`src/rtl/accum_quant.sv`:
```
// Accumulates CHUNKS partial sums per vector (bias on the first chunk),
// then rounds, shifts and saturates the total into a one-deep output.
// Ports:
//   clk, rst                 clock, synchronous active-high reset
//   in_valid/in_ready        partial-sum handshake carrying dp and bias
//   out_valid/out_ready      result handshake carrying out_data, out_sat
// Build option: define ACCUM_QUANT_RELU_EN to zero negative results
// before saturation.
`ifndef DATA_WIDTH
`define DATA_WIDTH 8
`endif
`ifndef ACC_WIDTH
`define ACC_WIDTH 32
`endif

module accum_quant #(
  parameter int CHUNKS     = 4,
  parameter int SHIFT      = 4,
  parameter int DATA_WIDTH = `DATA_WIDTH,
  parameter int ACC_WIDTH  = `ACC_WIDTH
) (
  input  logic                         clk,
  input  logic                         rst,
  input  logic                         in_valid,
  output logic                         in_ready,
  input  logic signed [ACC_WIDTH-1:0]  dp,
  input  logic signed [ACC_WIDTH-1:0]  bias,
  output logic                         out_valid,
  input  logic                         out_ready,
  output logic signed [DATA_WIDTH-1:0] out_data,
  output logic                         out_sat
);

  localparam int AW = ACC_WIDTH;
  localparam int DW = DATA_WIDTH;
  localparam int CW = (CHUNKS > 1) ? $clog2(CHUNKS) : 1;
  localparam logic [CW-1:0] LAST = CW'(CHUNKS - 1);

  // Half of one output LSB; zero when SHIFT is 0.
  localparam logic [AW:0] RND = ((AW+1)'(1) << SHIFT) >> 1;

  localparam logic signed [AW:0] MAXV =
    {{(AW-DW+2){1'b0}}, {(DW-1){1'b1}}};
  localparam logic signed [AW:0] MINV =
    {{(AW-DW+2){1'b1}}, {(DW-1){1'b0}}};

  logic [CW-1:0]        cnt_q, cnt_d;
  logic signed [AW-1:0] acc_q, acc_d;
  logic                 out_valid_q, out_valid_d;
  logic signed [DW-1:0] out_data_q, out_data_d;
  logic                 out_sat_q, out_sat_d;

  logic                 accept;
  logic                 last;
  logic signed [AW-1:0] base;
  logic signed [AW-1:0] sum;
  logic signed [AW:0]   pre;
  logic signed [AW:0]   r;
  logic signed [AW:0]   rr;
  logic signed [DW-1:0] q_data;
  logic                 q_sat;

  assign in_ready  = !out_valid_q || out_ready;
  assign out_valid = out_valid_q;
  assign out_data  = out_data_q;
  assign out_sat   = out_sat_q;

  always_comb begin
    accept = in_valid && in_ready;
    last   = (cnt_q == LAST);
    base   = (cnt_q == '0) ? bias : acc_q;
    sum    = base + dp;

    // One extra bit so the rounding add cannot overflow.
    pre = {sum[AW-1], sum} + RND;
    r   = pre >>> SHIFT;

`ifdef ACCUM_QUANT_RELU_EN
    rr = r[AW] ? '0 : r;
`else
    rr = r;
`endif

    q_sat  = 1'b0;
    q_data = rr[DW-1:0];
    if (rr > MAXV) begin
      q_data = MAXV[DW-1:0];
      q_sat  = 1'b1;
    end else if (rr < MINV) begin
      q_data = MINV[DW-1:0];
      q_sat  = 1'b1;
    end

    cnt_d       = cnt_q;
    acc_d       = acc_q;
    out_valid_d = out_valid_q;
    out_data_d  = out_data_q;
    out_sat_d   = out_sat_q;

    if (out_valid_q && out_ready) begin
      out_valid_d = 1'b0;
    end

    if (accept) begin
      acc_d = sum;
      cnt_d = last ? '0 : cnt_q + 1'b1;
      if (last) begin
        out_valid_d = 1'b1;
        out_data_d  = q_data;
        out_sat_d   = q_sat;
      end
    end
  end

  always_ff @(posedge clk) begin
    if (rst) begin
      cnt_q       <= '0;
      acc_q       <= '0;
      out_valid_q <= 1'b0;
      out_data_q  <= '0;
      out_sat_q   <= 1'b0;
    end else begin
      cnt_q       <= cnt_d;
      acc_q       <= acc_d;
      out_valid_q <= out_valid_d;
      out_data_q  <= out_data_d;
      out_sat_q   <= out_sat_d;
    end
  end

endmodule

```
`config.mk`:
```
export PLATFORM = sky130hd
export DESIGN_NAME = accum_quant
export DESIGN_NICKNAME = d
export VERILOG_FILES = /design/src/rtl/accum_quant.sv
export SDC_FILE = /design/constraint.sdc
export NUM_CORES = 1
export LEC_CHECK = 0
export CAP_MARGIN = 20
export CORE_ASPECT_RATIO = 0.8
export CORE_UTILIZATION = 25
export CTS_BUF_LIST = sky130_fd_sc_hd__clkbuf_16
export CTS_CLUSTER_DIAMETER = 80
export DETAILED_ROUTE_END_ITERATION = 7
export GPL_TIMING_DRIVEN = 1
export PLACE_DENSITY = 0.51
export SLEW_MARGIN = 10
export SYNTH_ARGS = -nofsm -noshare
export SYNTH_HDL_FRONTEND = slang
export SYNTH_SLANG_ARGS = --single-unit
```
`constraint.sdc`:
```
create_clock -name clk -period 7.7 [get_ports clk]
set_clock_uncertainty 0.2 [all_clocks]
set_input_delay 0.77 -clock clk [delete_from_list [all_inputs] [get_ports clk]]
set_output_delay 0.77 -clock clk [all_outputs]
set_load 0.02 [all_outputs]
```
-- After elaboration in Yosys (flattened, before gate mapping)
Cells that the tools add are included.
- add/subtract/negate cells: 3
- multipliers: 0
- divide/modulo/power cells: 0
- magnitude comparators: 2
- equal/unequal tests: 1
- shift-type cells: 0
- mux-type cells: 9
- bitwise operators: 0
- reduce and logical (&&, ||, !) cells: 6
- operator list (cell ; count):
    $add A32 B5 Y33 const B ; 1
    $add A32 B32 Y32 ; 1
    $mux W32 ; 1
    $gt A29 B8 Y1 const B ; 1
    $lt A29 B8 Y1 const B ; 1
    $mux W8 ; 2
    $mux W1 ; 5
    $add A2 B1 Y2 const B ; 1
    $eq A2 B2 Y1 const B ; 1
    $logic_and A1 B1 Y1 ; 2
    $logic_not A2 Y1 ; 1
    $mux W2 ; 1
    $reduce_and A2 Y1 ; 1
    $logic_not A1 Y1 ; 1
    $logic_or A1 B1 Y1 ; 1
- register bits after elaboration: 44
- bits in latches: 0
- RAM bits: 0
- ROM bits: 0
- memories: 0

-- Logic depth before layout (Yosys ltp)
Gate-level depths: netlist (run 1).
- depth in word-level cells: 7
- mapped depth: 23
- mapped depth without buffers: 18

-- Least setup slack after synthesis (run 1)
Ideal clock, no wire load.
- kind: register to register
- from: register cnt_q[0]
- to: register out_data_q[0], in the netlist out_data[0]
- setup time: 0.136 ns
- arrival: 5.052 ns
- path slack: 2.312 ns
- cell stages (with the launch flop): 20
- buffers on the path: 2
- period minus slack after synthesis: 5.388 ns
- path through: dfxtp_1 -> inv_1 -> ha_1 -> clkbuf_1 -> clkbuf_1 -> mux2_2 -> ha_1 -> fa_1 -> a211oi_2 -> o211ai_2 -> a22o_1 -> nor4_4 -> nand4_4 -> or3_4 -> nor4b_2 -> o21ai_1 -> a2111oi_2 -> nand4_1 -> a2111oi_4 -> o32ai_1
- cells in the longest elaborated chain, start to end: 7
- elaborated cells on any way between the ends: 10
- those cells by class: 2 x add/sub; 2 x order compare; 1 x eq/ne; 3 x mux; 2 x reduce/logical
- RTL lines (element ; line ; text):
    start, declared ; 47 ; logic [CW-1:0] cnt_q, cnt_d;
    start signal, assigned ; 123 ; cnt_q <= cnt_d;
    $logic_not A2 Y1 ; 71 ; base = (cnt_q == '0) ? bias : acc_q;
    $mux W32 ; 71 ;
    $add A32 B32 Y32 ; 72 ; sum = base + dp;
    $add A32 B5 Y33 ; 75 ; pre = {sum[AW-1], sum} + RND;
    $lt A29 B8 Y1 ; 89 ; end else if (rr < MINV) begin
    $mux W8 ; 89 ;
    $mux W8 ; 86 ; if (rr > MAXV) begin
    end signal, assigned ; 126 ; out_data_q <= out_data_d;
    end, declared ; 50 ; logic signed [DW-1:0] out_data_q, out_data_d;
Parallel ways exist; a longest one is shown, timed or not.
A chain may end at the register's enable or synchronous reset.

-- Worst setup path after layout (run 1)
Same ends and word-level chain as after synthesis.

==> reports/qor.yml, run 1 <==
detailed_routing:
  drtIter0Drc: 447
  drc_errors: 0
  drtPass1Iterations: 4
  wirelength_mm: 16.3
  vias: 5225
  vias_per_cell: 5.27
  drtAntennaViolNets: 0
  wl_per_cell_um: 16.4
floorplanning:
  die_h_um: 131
  core-area_um2: 20100
  rows: 46
  start_util_pct: 25.9
  die_x_um: 164
  die-area_um2: 21500
  num_io_pins: 79
cts:
  clk_latency_ps: 310
  cts_buffers: 5
  cts_sinks: 44
  clockBufferDepth: 2
  htree_levels: 2
  cts_tree: "yes"
  postCtsSetupRepairBufs: 0
  clock-root-buffer: "clkbuf_16"
  clk_pin_slew_ps: 70
  cts.repair.resized: 0
  postCtsHoldBufs: 0
logic_synthesis:
  async_flop_share_pct: 0
  synth_nets: 781
  ys_warn_count: 0
  yosysUniqueCellTypes: 88
  synth_top_area_share_pct: 16.9
  synth_edf_count: 0
  ys_seq_area_share_pct: 16.9
  synth_top_area_cell: "dfxtp_1"
  synthTopCellsByArea: "dfxtp_1, ha_1, a21oi_1"
  syn_inst: 678
  ys_ff_latch: 44
  synth_area_um2: 5220
  synth_flop_cell: "dfxtp_1"
  synth.avg_cell_area_um2: 7.70
timing:
  timing.final.max_slew_violations: 0
  worst_pin_slew_ps: 766
  fin_crit_sh_pct: 81.7
  setup_violations: 0
  relSlewSlack_pct: 47.6
  fin_setup_tns_ps: 0
  period_needed_ps: 6290
  rsz0062_at_grt: "no"
  finalHoldViolations: 0
  fmax_ghz: 0.159
place:
  place.gp.congestion: 0.832
  dp_hpwl_mm: 12.7
  placed_area_um2: 6190
  placed_cells: 984
  io_buffer_count: 78
pwr:
  switching_power_uw: 618
  clkPwrFrac_pct: 19.9
  ir_drop_mv: 0.0817
  p_per_area_nw_per_um2: 210
  p_seq_share_pct: 20.0
  p_sw_share_pct: 46.2
  pwr-share-comb_pct: 60.1
  leakagePower_uw: 0.00227
  internal_power_uw: 719
setup_path:
  required_ps: 7670
  crit_slowest_cell: "nand3_1"
  crit_top_cell: "nand3_1"
  crit_path_max_fanout: 20
  worstPathArrival_ps: 6260
  path_delay_family: "simple AND/OR/NAND/NOR gates"
  start_kind: "flip-flop"
  critPathKind: "reg -> reg"
  worst_path_largest_cell_delay_ps: 580
  path_cells: "inv_1, ha_2, mux2_2, ha_1, fa_1, a211oi_2, o21a_1, xnor2_1, and3_1, nand3_1, nor3_2, nand3_1, or2_4, nor4_4, o211ai_2, a2111oi_4, o32ai_1"
  end_kind: "flip-flop"
  path_buf_inv: 1
status:
  status: "finished, final reports clean"
final_layout:
  fin_cells: 992
  fin_nets: 830
  antenna_cells: 0
  final_area_um2: 6370
  area_growth_pct: 22.0
  drive_above_1_share_pct: 12.5
global_route:
  antenna_found_initial: 0
  grt_pass1_vias: 4799
  grt_pass1_wl_mm: 25.9
  grt.overflow.total: 0
  grt_start_max_net_pins: 45
  grt_use_total_pct: 15.2
worst_hold_path:
  hold_class: "reg -> reg"
job:
  max_cap_violations: 0
==> layer usage <==
metal  up-vias  share of wire, %  GRT usage [%]
met5         -                 0              0
met4         0              0.98           2.88
met3        12               4.9           2.68
met2       140                39           20.8
met1      2426                55           24.2
li1       2647                 -              -
==> flip-flops by register name, indices dropped and copies added, names as in the netlist <==
| signal | count |
|---|---|
| acc_q | 32 |
| out_data | 8 |
| cnt_q | 2 |
| out_sat | 1 |
| out_valid | 1 |
==> logic make-up (layout without fill, tap and decap cells) <==
group | Yosys count | in the layout | synth area share (%)
and+or+nand+nor | 258 | 258 | 26.0
AOI/OAI and AO/OA | 221 | 221 | 30.7
buffers and inverters | 48 | 98 | 3.84
DFF | 44 | 44 | 16.9
muxes | 37 | 37 | 7.86
adders and majority gates | 35 | 35 | 8.53
xor gates and xnor gates | 35 | 35 | 6.16
==> layout make-up <==
class | count | area (µm²)
clock buffer | 5 | 125
clock inverter | 3 | 46.3
fill | 2188 | 13800
inverter | 8 | 30.0
multi-input combinational | 586 | 4140
sequential | 44 | 881
tap | 264 | 330
timing repair buffer | 82 | 811
==> power groups by stage <==
| stage | registers (µW) | logic (µW) | clock network [µW] |
|---|---|---|---|
| after floorplan | 272 | 594 | 0 |
| after global placement | 272 | 800 | 0 |
| after detailed placement | 273 | 796 | 0 |
| after CTS | 268 | 799 | 275 |
| after global routing | 271 | 886 | 283 |
| final | 268 | 803 | 266 |
==> through the flow <==
stage | worst slack, ps | hold slack (ps) | total power, µW | util, %
4_1_cts | 1450 | 258 | 1340 | 31.6
3_5_place_dp | 1400 | 248 | 1070 | 30.8
6_report | 1410 | 255 | 1340 | 31.6
5_1_grt | 895 | 276 | 1440 | 31.6
3_3_place_gp | 1500 | 241 | 1070 | 30.8
2_1_floorplan | 2310 | 234 | 866 | -
==> final timing paths <==
| check | from | to | slack [ps] | cells after the start |
|---|---|---|---|---|
| worst max register to register | cnt_q[0] | out_data[0] | 1410 | 17 |
| worst max-delay path | cnt_q[0] | out_data[0] | 1410 | 17 |
| worst min register to register | acc_q[19] | acc_q[19] | 260 | 2 |
| worst min-delay path | acc_q[19] | acc_q[19] | 260 | 2 |
==> placed cells by master (no fill, tap or decap), drive strengths merged, types with 12 or more instances in the layout <==
cell | netlist | layout
dfxtp | 44 | 44
xor2 | 12 | 12
nand2 | 84 | 84
a21oi | 80 | 80
clkdlybuf4s50 | 0 | 78
ha | 34 | 34
nand4 | 15 | 15
xnor2 | 23 | 23
a211oi | 21 | 21
nor3 | 18 | 18
mux2 | 32 | 32
nand3 | 15 | 15
nor2 | 61 | 61
o21ai | 28 | 28
==> cells in the mapped netlist, types with 4 or more instances <==
cell,n
nand4_1,14
o21bai_1,9
a31oi_1,9
nor4_1,6
dfxtp_1,44
nand2_1,84
and3_1,6
o32ai_1,7
clkbuf_1,24
a21o_1,10
or3_1,4
o21a_1,4
a21oi_1,77
nand2b_1,10
a31o_2,4
nor3_1,15
mux2_2,32
nand3_1,14
nor2b_1,7
o21ai_0,20
nor2_1,60
a211oi_1,16
o21ai_1,6
inv_1,8
buf_2,13
mux2i_1,5
and2_1,6
and4_1,5
xor2_1,12
o211ai_1,6
ha_1,34
o2bb2ai_1,4
or2_2,4
xnor2_1,21
==> worst min-delay path, delay by kind of cell (launching register included) <==
| family | cells | cell delay (ps) |
|---|---|---|
| flip-flops | 1 | 310 |
| AO/OA/AOI/OAI | 1 | 50 |
| AND/OR/NAND/NOR | 1 | 50 |
Note: power is estimated with default switching activity, not from simulation.
==> run 2, diff against run 1 <==
--- a/config.mk
+++ b/config.mk
@@ -12,7 +12,7 @@
 export CTS_CLUSTER_DIAMETER = 80
 export DETAILED_ROUTE_END_ITERATION = 7
 export GPL_TIMING_DRIVEN = 1
-export PLACE_DENSITY = 0.51
+export PLACE_DENSITY = 0.53
 export SLEW_MARGIN = 10
 export SYNTH_ARGS = -nofsm -noshare
 export SYNTH_HDL_FRONTEND = slang
==> constraint.sdc (replaced) <==
create_clock -name clk -period 5.1 [get_ports clk]
set_clock_uncertainty 0.2 [all_clocks]
set_input_delay 0.51 -clock clk [delete_from_list [all_inputs] [get_ports clk]]
set_output_delay 0.51 -clock clk [all_outputs]
set_load 0.02 [all_outputs]
==> run 2 against run 1 <==
Wire length rose by 8.7%. First-iteration DRC count rose by 3.4%. Die area did not move. Via count rose by 8.0%. Final cell count rose by 14%. Design area rose by 19%. Critical path depth rose by 2. Register-to-register slack got worse by 1300 ps. Hold slack improved by 1.3 ps. Sequential share of layout area fell by 2.2 points. Critical path type unchanged. Critical endpoint is now out_data[3]. Largest power group unchanged.
==> reports/qor.yml, run 2 (same netlist as run 1, synthesis figures left out) <==
final_layout:
  drive_above_1_share_pct: 29.8  # was 12.5%
  fin_nets: 965  # was 830
  regMostFlops: "acc_q"  # unchanged
  final_util_pct: 37.7  # was 31.6%
  area_growth_pct: 45.4  # was 22.0%
  final_common_cell: "buf_4"  # was nand2_1
  layout_common_cells: "buf_4, nand2_1, clkdlybuf4s50_1"  # was nand2_1, clkdlybuf4s50_1, a21oi_1
  nFillCells: 2133  # was 2188
  antenna_cells: 0  # unchanged
  largest_reg_flops: 32  # unchanged
cts:
  clk_pin_slew_ps: 70  # about the same
  clockBufferDepth: 2  # unchanged
  cts_tree: "yes"  # unchanged
  cts_sinks: 44  # unchanged
  htree_levels: 2  # unchanged
  clk_latency_ps: 300  # was 310 ps
  postCtsHoldBufs: 0  # unchanged
  cts_buffers: 5  # unchanged
  clock-root-buffer: "clkbuf_16"  # unchanged
timing:
  fmax_ghz: 0.200  # was 0.159 GHz
  relSlewSlack_pct: 63.6  # was 47.6%
  setup_violations: 0  # unchanged
  finalHoldViolations: 0  # unchanged
  rsz0062_at_grt: "yes"  # was no
  worst_pin_slew_ps: 542  # was 766 ps
  hold_slack_ps: 256  # was 255 ps
  fin_crit_sh_pct: 98.2  # was 81.7%
  period_needed_ps: 5010  # was 6290 ps
  timing.final.max_slew_violations: 0  # unchanged
place:
  io_buffer_count: 78  # unchanged
  dp_hpwl_mm: 14.3  # was 12.7 mm
  place.gp.congestion: 0.873  # was 0.832
setup_path:
  path_buf_inv: 3  # was 1
  worst_path_largest_cell_delay_ps: 410  # was 580 ps
  path_delay_family: "compound AO/OA/AOI/OAI gates"  # was simple AND/OR/NAND/NOR gates
  critPathKind: "reg -> reg"  # unchanged
  crit_path_max_fanout: 8  # was 20
  start_kind: "flip-flop"  # unchanged
  required_ps: 5070  # was 7670 ps
  path_cells: "inv_2, ha_4, mux2_4, ha_4, fa_2, a211oi_4, o211ai_2, a211oi_2, buf_4, o41ai_4, a221oi_1, xnor2_1, nand3_2, or2_4, nor4_4, o211ai_2, a2111oi_4, buf_6, o32ai_1"  # was inv_1, ha_2, mux2_2, ha_1, fa_1, a211oi_2, o21a_1, xnor2_1, and3_1, nand3_1, nor3_2, nand3_1, or2_4, nor4_4, o211ai_2, a2111oi_4, o32ai_1
  worstPathArrival_ps: 4980  # was 6260 ps
  end_kind: "flip-flop"  # unchanged
  crit_slowest_cell: "fa_2"  # was nand3_1
global_route:
  grt.overflow.total: 0  # unchanged
  grt_pass1_wl_mm: 28.1  # was 25.9 mm
  grt_pass1_vias: 5321  # was 4799
  grt_use_total_pct: 16.5  # was 15.2%
  antenna_found_initial: 0  # unchanged
  grt_start_max_net_pins: 36  # was 45
floorplanning:
  rows: 46  # unchanged
  die_x_um: 164  # unchanged
  num_io_pins: 79  # unchanged
  core-area_um2: 20100  # unchanged
  die_h_um: 131  # unchanged
  die-area_um2: 21500  # unchanged
  start_util_pct: 25.9  # unchanged
detailed_routing:
  vias: 5644  # was 5225
  drtPass1Iterations: 5  # was 4
  drtAntennaViolNets: 0  # unchanged
  wirelength_mm: 17.7  # was 16.3 mm
  wl_per_cell_um: 15.7  # was 16.4 µm
  vias_per_cell: 5.01  # was 5.27
  drc_errors: 0  # unchanged
  drtIter0Drc: 462  # was 447
pwr:
  ir_drop_mv: 0.124  # was 0.0817 mV
  leakagePower_uw: 0.00294  # was 0.00227 µW
  p_per_area_nw_per_um2: 317  # was 210 nW/µm²
status:
  status: "finished, final reports clean"  # unchanged
worst_hold_path:
  hold_class: "reg -> reg"  # unchanged
job:
  max_cap_violations: 0  # unchanged
-- run 2: path summary, 6_finish.rpt --
kind	from	endpoint	slack (ps)	depth (start not counted)
worst max-delay path	cnt_q[1]	out_data[3]	90	19
worst min-delay path	acc_q[29]	acc_q[29]	260	2
worst max register to register	cnt_q[1]	out_data[3]	90	19
worst min register to register	acc_q[29]	acc_q[29]	260	2
-- run 2: power breakdown --
| part | total (µW) | switching [µW] | internal (µW) | leakage, µW |
|---|---|---|---|---|
| Combinational | 1600 | 846 | 759 | 0.00250 |
| Sequential | 405 | 19.8 | 385 | 0.000362 |
| Clock | 395 | 162 | 233 | 0.0000840 |
| Total | 2400 | 1030 | 1380 | 0.00294 |
-- run 2: worst register-to-register path, stage by stage (launching register included) --
cell	delay [ps]
dfxtp_2	340
inv_2	60
ha_4	190
mux2_4	330
ha_4	170
fa_2	410
a211oi_4	350
o211ai_2	170
a211oi_2	260
buf_4	170
o41ai_4	90
a221oi_1	330
xnor2_1	320
nand3_2	200
or2_4	290
nor4_4	210
o211ai_2	140
a2111oi_4	390
buf_6	180
o32ai_1	90
-- run 2: final cells by class --
class	instances	area (µm²)	share of cell area (%)
Multi-Input combinational cell	586	4310	56.9
Timing Repair Buffer	217	1860	24.5
Sequential cell	44	882	11.6
Tap cell	264	330	4.35
Clock buffer	5	125	1.65
Clock inverter	3	47.5	0.627
Inverter	8	30.0	0.396
-- run 2: per-layer routing --
metal / GRT usage [%] / share of wire, % / vias up
met5: 0 / 0 / -
met4: 1.90 / 0.44 / 0
met3: 2.37 / 4.8 / 7
met2: 22.8 / 38 / 134
met1: 26.6 / 56 / 2590
li1: - / - / 2913
-- run 2: timing repair --
item | 4_1_cts | 5_1_grt
pin swaps | 0 | 15
gates resized for setup | 2 | 44
endpoints found under the setup margin | 7 | 9
buffers inserted | 0 | 9
-- run 2: stage by stage --
stage               instance area [µm²]  total power, µW  TNS (ps)  std cells  worst slack (ps)
finish                             7590             2400         0       1127              89.8
global route                       7590             2580     -1320       1127              -176
CTS                                7340             2350         0       1117              12.1
detailed placement                 7150             1940      -685       1109             -93.8
global placement                   7150             1940      -391       1109             -57.1
floorplan                          5240             1310         0        678              31.6
